==> src/rtl/tohost_monitor.sv <==
// Harness-side tohost decoder: turns DUT writes into pass/fail/console events
// and drives the sticky success/failure levels, with an optional idle watchdog.
module tohost_monitor #(
  parameter int unsigned             ADDR_W      = 32,
  parameter logic [ADDR_W-1:0]       TOHOST_ADDR = 32'h8000_1000,
  parameter int unsigned             TIMEOUT     = 0
) (
  input  logic              clock,
  input  logic              reset,
  input  logic              io_req_valid,
  output logic              io_req_ready,
  input  logic [ADDR_W-1:0] io_req_addr,
  input  logic [63:0]       io_req_data,
  output logic              io_putc_valid,
  input  logic              io_putc_ready,
  output logic [7:0]        io_putc_data,
  output logic              io_success,
  output logic              io_failure,
  output logic [30:0]       io_exit_code
);

  typedef enum logic [1:0] {
    S_RUN,
    S_PUTC,
    S_PASS,
    S_FAIL
  } state_e;

  localparam bit          WD_EN   = (TIMEOUT != 0);
  localparam logic [31:0] WD_LAST = 32'(TIMEOUT - 1);

  localparam logic [30:0] CODE_BAD_CMD = 31'h7FFF_FFFE;
  localparam logic [30:0] CODE_TIMEOUT = 31'h7FFF_FFFF;

  state_e      state_q, state_d;
  logic [7:0]  putc_data_q, putc_data_d;
  logic [30:0] exit_code_q, exit_code_d;
  logic [31:0] wd_q, wd_d;

  logic       req_accept;
  logic       is_tohost;
  logic [7:0] dev;
  logic [7:0] cmd;
  logic       unused_data;

  assign io_req_ready = reset && (state_q != S_PUTC);
  assign req_accept   = io_req_valid && io_req_ready;
  assign is_tohost    = (io_req_addr == TOHOST_ADDR);
  assign dev          = io_req_data[63:56];
  assign cmd          = io_req_data[55:48];
  assign unused_data  = ^io_req_data[47:32];

  always_comb begin
    // NOTE: every always_comb output gets a default first so no path infers a latch.
    state_d     = state_q;
    putc_data_d = putc_data_q;
    exit_code_d = exit_code_q;
    wd_d        = wd_q;

    if (req_accept) wd_d = '0;

    unique case (state_q)
      S_RUN: begin
        if (req_accept) begin
          // Non-tohost writes are swallowed; they only feed the watchdog.
          if (is_tohost) begin
            if (dev == 8'd0 && io_req_data[0]) begin
              if (io_req_data[31:1] == 31'd0) begin
                state_d = S_PASS;
              end else begin
                state_d     = S_FAIL;
                exit_code_d = io_req_data[31:1];
              end
            end else if (dev == 8'd1 && cmd == 8'd1) begin
              state_d     = S_PUTC;
              putc_data_d = io_req_data[7:0];
            end else begin
              state_d     = S_FAIL;
              exit_code_d = CODE_BAD_CMD;
            end
          end
        end else if (WD_EN && wd_q == WD_LAST) begin
          state_d     = S_FAIL;
          exit_code_d = CODE_TIMEOUT;
        end else if (WD_EN) begin
          wd_d = wd_q + 32'd1;
        end
      end
      S_PUTC: begin
        if (io_putc_ready) state_d = S_RUN;
      end
      default: ;
    endcase
  end

  always_ff @(posedge clock) begin
    // NOTE: reset is synchronous and active-low, so it is tested inside the clocked block.
    if (!reset) begin
      state_q     <= S_RUN;
      putc_data_q <= '0;
      exit_code_q <= '0;
      wd_q        <= '0;
    end else begin
      state_q     <= state_d;
      putc_data_q <= putc_data_d;
      exit_code_q <= exit_code_d;
      wd_q        <= wd_d;
    end
  end

  assign io_putc_valid = (state_q == S_PUTC);
  assign io_putc_data  = putc_data_q;
  assign io_success    = (state_q == S_PASS);
  assign io_failure    = (state_q == S_FAIL);
  assign io_exit_code  = exit_code_q;

endmodule

==> config.mk <==
export PLATFORM = sky130hd
export DESIGN_NAME = tohost_monitor
export DESIGN_NICKNAME = d
export VERILOG_FILES = /design/src/rtl/tohost_monitor.sv
export SDC_FILE = /design/constraint.sdc
export NUM_CORES = 1
export LEC_CHECK = 0
export CELL_PAD_IN_SITES_DETAIL_PLACEMENT = 0
export CELL_PAD_IN_SITES_GLOBAL_PLACEMENT = 1
export CORE_MARGIN = 10
export CORE_UTILIZATION = 22
export DETAILED_ROUTE_END_ITERATION = 7
export HOLD_SLACK_MARGIN = 0.15
export PLACE_DENSITY_LB_ADDON = 0.05
export SYNTH_ARGS = -nofsm -noshare
export SYNTH_HDL_FRONTEND = slang
export SYNTH_SLANG_ARGS = --single-unit
==> constraint.sdc <==
create_clock -name clock -period 3.4 [get_ports clock]
set_input_delay 0.85 -clock clock [delete_from_list [all_inputs] [get_ports clock]]
set_output_delay 0.85 -clock clock [all_outputs]
set_load 0.01 [all_outputs]
==> reports/results.ini, run 1 <==
[final_layout]
num_antenna_cells=0
area_delta_synth_final_pct=86.5
layout-drive-gt1-share_pct=8.01
final_core_util_pct=41.9
final_cell_mix=clkdlybuf4s50_1, dfxtp_1, o221a_1
final_common_cell=clkdlybuf4s50_1
nNetsFinal=386

[timing]
fin_tns_setup_ns=0
fmax_mhz=335
slew_headroom_pct=72.9
hold_viol=0
finalSetupViolCount=0
rsz0062_at_grt=no
fin_worst_skew_ns=0.0112
maxSlewViolCount=0
finalCritPeriodShare_pct=87.7
tightest_slew_ns=0.403
fin_crit_ns=2.98

[clock_network]
cts_made_buffers=5
hold_buffers=0
cts_tree=done
clkTransAtPathRegs_ns=0.08
post_cts_buffers=0
clk_latency_ns=0.29
clkSinkCount=41
cts-root-buf=clkbuf_8
htreeDepth=2
cts_resized=0
clk_path_buf_depth=2

[detailed_routing]
vias=1835
drc=0
avgRoutedWirePerCell_um=18.4
vias_per_cell=4.72
ant_nets=0
drt_first_iter_violations=55
wirelength_mm=7.17
drtPass1Iterations=4

[run_status]
outcome=complete, no violations

[power_and_ir_drop]
power.share.clock_pct=37.4
leakage_nw=1.07
irDropWorstVdd_v=0.000147
seqPwrFrac_pct=49.6
swShare_pct=21.6
p_comb_share_pct=13.1
p_switching_mw=0.209
power.density_nw_per_um2=302
intPower_mw=0.759

[worst_setup_path]
crit_fanout=31
required_ns=3.57
cp-end-kind=flip-flop
crit_path_start_kind=input port
crit_path_start=io_req_data[60]
reg2reg_from=state_q[1]$_SDFFE_PN0P_
worstPathArrival_ns=3.15
crit_type=in -> reg

[yosys]
yosysTopAreaCell=dfxtp_1
avgSynthCellArea_um2=10.9
syn-cell-area_um2=1720
syn_inst=158
ys_seq_area_share_pct=47.7
yosys_warnings=0
synth_top_area_share_pct=47.7
ys_types=32
ys_ff_latch=41
syn_nets=258
synth_area_leaders=dfxtp_1, o221a_1, nor4_1, a21oi_1, nand3_1

[global_route]
grt_max_degree=33
grtUsageTotal_pct=11.4
grt_util_met3_pct=4.64
grt_pass1_vias=1879
antenna_found_initial=0
grt_pass1_wl_mm=10.7
use_met2_pct=19.1
grt_overflow=0
met1_usage_pct=13.5
grt_busiest_layer=met2

[die]
design.die.area_um2=11800
chipHeight_um=108
start_util_pct=22.5
die_x_um=108
io_pins=143
num_rows=32
core_um2=7650

[min_path]
min_from=io_exit_code[0]$_SDFFE_PN0P_
min_path_type=reg -> reg

[placement]
hpwlAfterDp_mm=5.68
place_congestion=0.689
port_buffers=126

[run]
drv_cap=0

## logic make-up after synthesis
family / count (synthesis) / synth area share (%)
buffers and inverters: 14 / 4.80
and+or+nand+nor: 53 / 21.3
muxes: 1 / 0.582
AOI/OAI and AO/OA: 49 / 25.5
DFF: 41 / 47.7
## layout make-up
type                       count  area, um^2
clock buffer                   7        96.3
multi-input combinational    103         816
sequential                    41         821
fill                         751        4440
inverter                       1        3.75
tap                          102         128
timing repair buffer         134        1330
clock inverter                 1        8.76
## sequential cells by signal (all words and copies together), names as in the netlist
name,cells
io_exit_code,31
io_putc_data,8
state_q,2
## per-layer routing
metal / up-vias / routed length [um] / share of wire (%)
met5: - / 0 / 0
met4: 0 / 30 / 0.42
met3: 4 / 609 / 8.5
met2: 77 / 3540 / 49
met1: 858 / 2980 / 42
li1: 896 / - / -
## through the flow
stage          cells  instance area [um^2]  setup slack [ns]  total power [mW]  hold slack [ns]
2_1_floorplan    158                  1720             0.653             0.507            0.479
6_report         389                  3210             0.418             0.967            0.466
3_5_place_dp     381                  3100             0.111             0.618            0.462
3_3_place_gp     381                  3100             0.129             0.618            0.449
5_1_grt          389                  3210             0.330              1.01            0.500
4_1_cts          389                  3210             0.404             0.988            0.474
## power by group through the flow
stage	clock, mW	sequential, mW	combinational (mW)
final	0.361	0.480	0.126
after global routing	0.398	0.480	0.135
after CTS	0.381	0.480	0.128
after detailed placement	0	0.491	0.127
after global placement	0	0.491	0.127
after floorplan	0	0.491	0.0161
## worst paths after layout
check | endpoint | slack [ns] | depth (start not counted)
worst min register to register | io_exit_code[0]$_SDFFE_PN0P_ | 0.47 | 2
worst min-delay path | io_exit_code[0]$_SDFFE_PN0P_ | 0.47 | 2
worst max register to register | io_exit_code[3]$_SDFFE_PN0P_ | 1.25 | 6
worst max-delay path | io_exit_code[3]$_SDFFE_PN0P_ | 0.42 | 7
## Yosys cell counts
library cell,n
nor3b_1,1
nor2_1,4
nand3b_1,1
buf_6,4
nor4bb_1,1
nand4_1,3
o21ai_0,8
nand2b_1,2
o221a_1,30
nor4_2,1
a21oi_1,9
nor3_1,2
nor2_2,1
or4_1,2
dfxtp_1,41
nor4b_1,1
nand4b_1,1
nor4_4,2
or2_2,1
nand2_1,3
or4_4,1
nand3_1,9
mux2i_1,1
nor4_1,13
nor3_4,1
inv_1,1
a2bb2oi_1,1
and2b_1,1
clkbuf_1,9
o211ai_1,1
and2_1,1
nor2b_1,1
## worst max-delay path, cell delays in order
cell	delay [ns]
clkdlybuf4s50_1	0.39
or4_1	0.51
or4_4	0.48
nor4_4	0.39
nor3_4	0.09
buf_12	0.18
o221a_1	0.25
(Power assumes the default switching activity.)
==> run 2, diff against run 1 <==
--- a/config.mk
+++ b/config.mk
@@ -8,8 +8,9 @@
 export CELL_PAD_IN_SITES_DETAIL_PLACEMENT = 0
 export CELL_PAD_IN_SITES_GLOBAL_PLACEMENT = 1
 export CORE_MARGIN = 10
-export CORE_UTILIZATION = 22
+export CORE_UTILIZATION = 42
 export DETAILED_ROUTE_END_ITERATION = 7
+export DONT_BUFFER_PORTS = 1
 export HOLD_SLACK_MARGIN = 0.15
 export PLACE_DENSITY_LB_ADDON = 0.05
 export SYNTH_ARGS = -nofsm -noshare
==> reports/results.ini, run 2 (synthesized netlist as in run 1, its figures left out) <==
[run_status]
outcome=complete, no violations

[detailed_routing]
vias_per_cell=6.82  ; +45%
drt_first_iter_violations=116  ; +110%
drtPass1Iterations=4  ; unchanged
ant_nets=0  ; unchanged
avgRoutedWirePerCell_um=27.7  ; +50%
vias=1392  ; -24%
drc=0  ; unchanged
wirelength_mm=5.65  ; -21%

[min_path]
hold_depth=2  ; unchanged
min_path_type=reg -> reg
hold_end=io_putc_data[4]$_SDFFE_PN0P_
min_from=io_putc_data[4]$_SDFFE_PN0P_

[placement]
post-place-cells=198  ; -48%
dpl_worst_slack_ns=0.410  ; +0.299 ns
port_buffers=0  ; -100%
hpwlAfterDp_mm=4.59  ; -19%
place_congestion=0.712  ; +3.5%

[worst_setup_path]
crit_type=in -> reg
worstPathArrival_ns=2.93  ; -0.22 ns
required_ns=3.62  ; +0.05 ns
worstReg2RegEnd=io_exit_code[25]$_SDFFE_PN0P_
crit_fanout=31  ; unchanged
r2r_cells=6  ; unchanged
reg2reg_from=state_q[1]$_SDFFE_PN0P_
crit_path_start_kind=input port
reg2reg_slack_ns=0.95  ; -0.30 ns
cp-end-kind=flip-flop

[final_layout]
layout-drive-gt1-share_pct=10.4  ; +2.4 points
nNetsFinal=255  ; -34%
multi_input_area_um2=816  ; unchanged
area_delta_synth_final_pct=4.66
final_common_cell=dfxtp_1
largest_reg_flops=31  ; unchanged
final_cells=204  ; -48%
regArea_um2=821  ; unchanged
fillers=400  ; -47%
final_cell_mix=dfxtp_1, o221a_1, nor4_1
final_core_util_pct=45.3  ; +3.4 points
num_antenna_cells=0  ; unchanged

[timing]
finalSetupViolCount=0  ; unchanged
slew_headroom_pct=61.6  ; -11 points
finalCritPeriodShare_pct=79.6  ; -8.1 points
hold_viol=0  ; unchanged
fmax_mhz=370  ; +10%
fin_worst_skew_ns=0.00382  ; -0.00738 ns
tightest_slew_ns=0.572  ; +0.169 ns
setup_ws_ns=0.694  ; +0.275 ns
rsz0062_at_grt=no
maxSlewViolCount=0  ; unchanged
fin_tns_setup_ns=0  ; unchanged
fin_crit_ns=2.71  ; -0.275 ns

[clock_network]
clk_path_buf_depth=2  ; unchanged
cts_made_buffers=5  ; unchanged
hold_buffers=0  ; unchanged
cts_resized=0  ; unchanged
clkSinkCount=41  ; unchanged
cts-root-buf=clkbuf_8
cts_tree=done
htreeDepth=2  ; unchanged
post_cts_buffers=0  ; unchanged
clkTransAtPathRegs_ns=0.07  ; about the same
clk_latency_ns=0.28  ; about the same

[global_route]
grt_busiest_layer=met2
grt_overflow=0  ; unchanged
grt_max_degree=35  ; +6.1%
met1_usage_pct=15.3  ; +1.8 points
grt_pass1_vias=1474  ; -22%
grtUsageTotal_pct=15.0  ; +3.6 points
use_met2_pct=24.9  ; +5.7 points
grt_pass1_wl_mm=8.51  ; -21%
antenna_found_initial=0  ; unchanged
grt_util_met3_pct=9.28  ; +4.6 points

[die]
chipHeight_um=84.0  ; -23%
num_rows=23  ; -28%
design.die.area_um2=7050  ; -40%
start_util_pct=43.3  ; +21 points
core_um2=3970  ; -48%
io_pins=143  ; unchanged
die_x_um=84.0  ; -23%

[run]
drv_cap=0  ; unchanged

[power_and_ir_drop]
leakage_nw=0.561  ; -48%
irDropWorstVdd_v=0.000143  ; -3.2%
power.density_nw_per_um2=431  ; +43%

==> run 2: critical path, stage by stage <==
cell and delay [ns]:
nor4b_1 0.29, nand4_1 0.21, or4_1 0.77, nor3_4 0.22
buf_4 0.34, o221a_1 0.24
==> run 2: worst max path at each step <==
stage                                from                             to  slack (ns)  cells after the start
after floorplan           io_req_data[60]   io_exit_code[1]$_SDFFE_PN0P_        0.65                      6
after global placement    io_req_addr[10]   io_exit_code[0]$_SDFFE_PN0P_        0.47                      6
final                     io_req_addr[10]  io_exit_code[25]$_SDFFE_PN0P_        0.69                      6
after CTS                 io_req_addr[10]  io_exit_code[25]$_SDFFE_PN0P_        0.70                      6
after detailed placement  io_req_addr[10]  io_exit_code[21]$_SDFFE_PN0P_        0.41                      6
after global routing      io_req_addr[10]   io_exit_code[0]$_SDFFE_PN0P_        0.53                      6
==> run 2: stage by stage <==
step / cell area [um^2] / power (mW) / hold WS, ns
after global routing: 1800 / 0.804 / 0.555
after detailed placement: 1730 / 0.504 / 0.525
after floorplan: 1720 / 0.507 / 0.479
after CTS: 1800 / 0.786 / 0.535
after global placement: 1730 / 0.503 / 0.523
final: 1800 / 0.775 / 0.528
==> run 2: report_power, final <==
part | leakage, nW | switching, mW | internal (mW) | total, mW
combinational | 0.191 | 0.00593 | 0.00649 | 0.0124
sequential | 0.330 | 0.0000000000403 | 0.480 | 0.480
clock | 0.0399 | 0.148 | 0.135 | 0.283
total | 0.561 | 0.154 | 0.621 | 0.775
==> run 2: final cells by class <==
class	instances	share of cell area (%)
timing repair buffer	3	1.25
multi-input combinational	103	45.3
tap	50	3.48
clock buffer	5	3.82
clock inverter	1	0.278
inverter	1	0.209
sequential	41	45.6
==> run 2: per-layer routing <==
metal,up-vias,wire length [um]
met5,-,0
met4,0,53
met3,5,771
met2,99,2710
met1,656,2120
li1,632,-
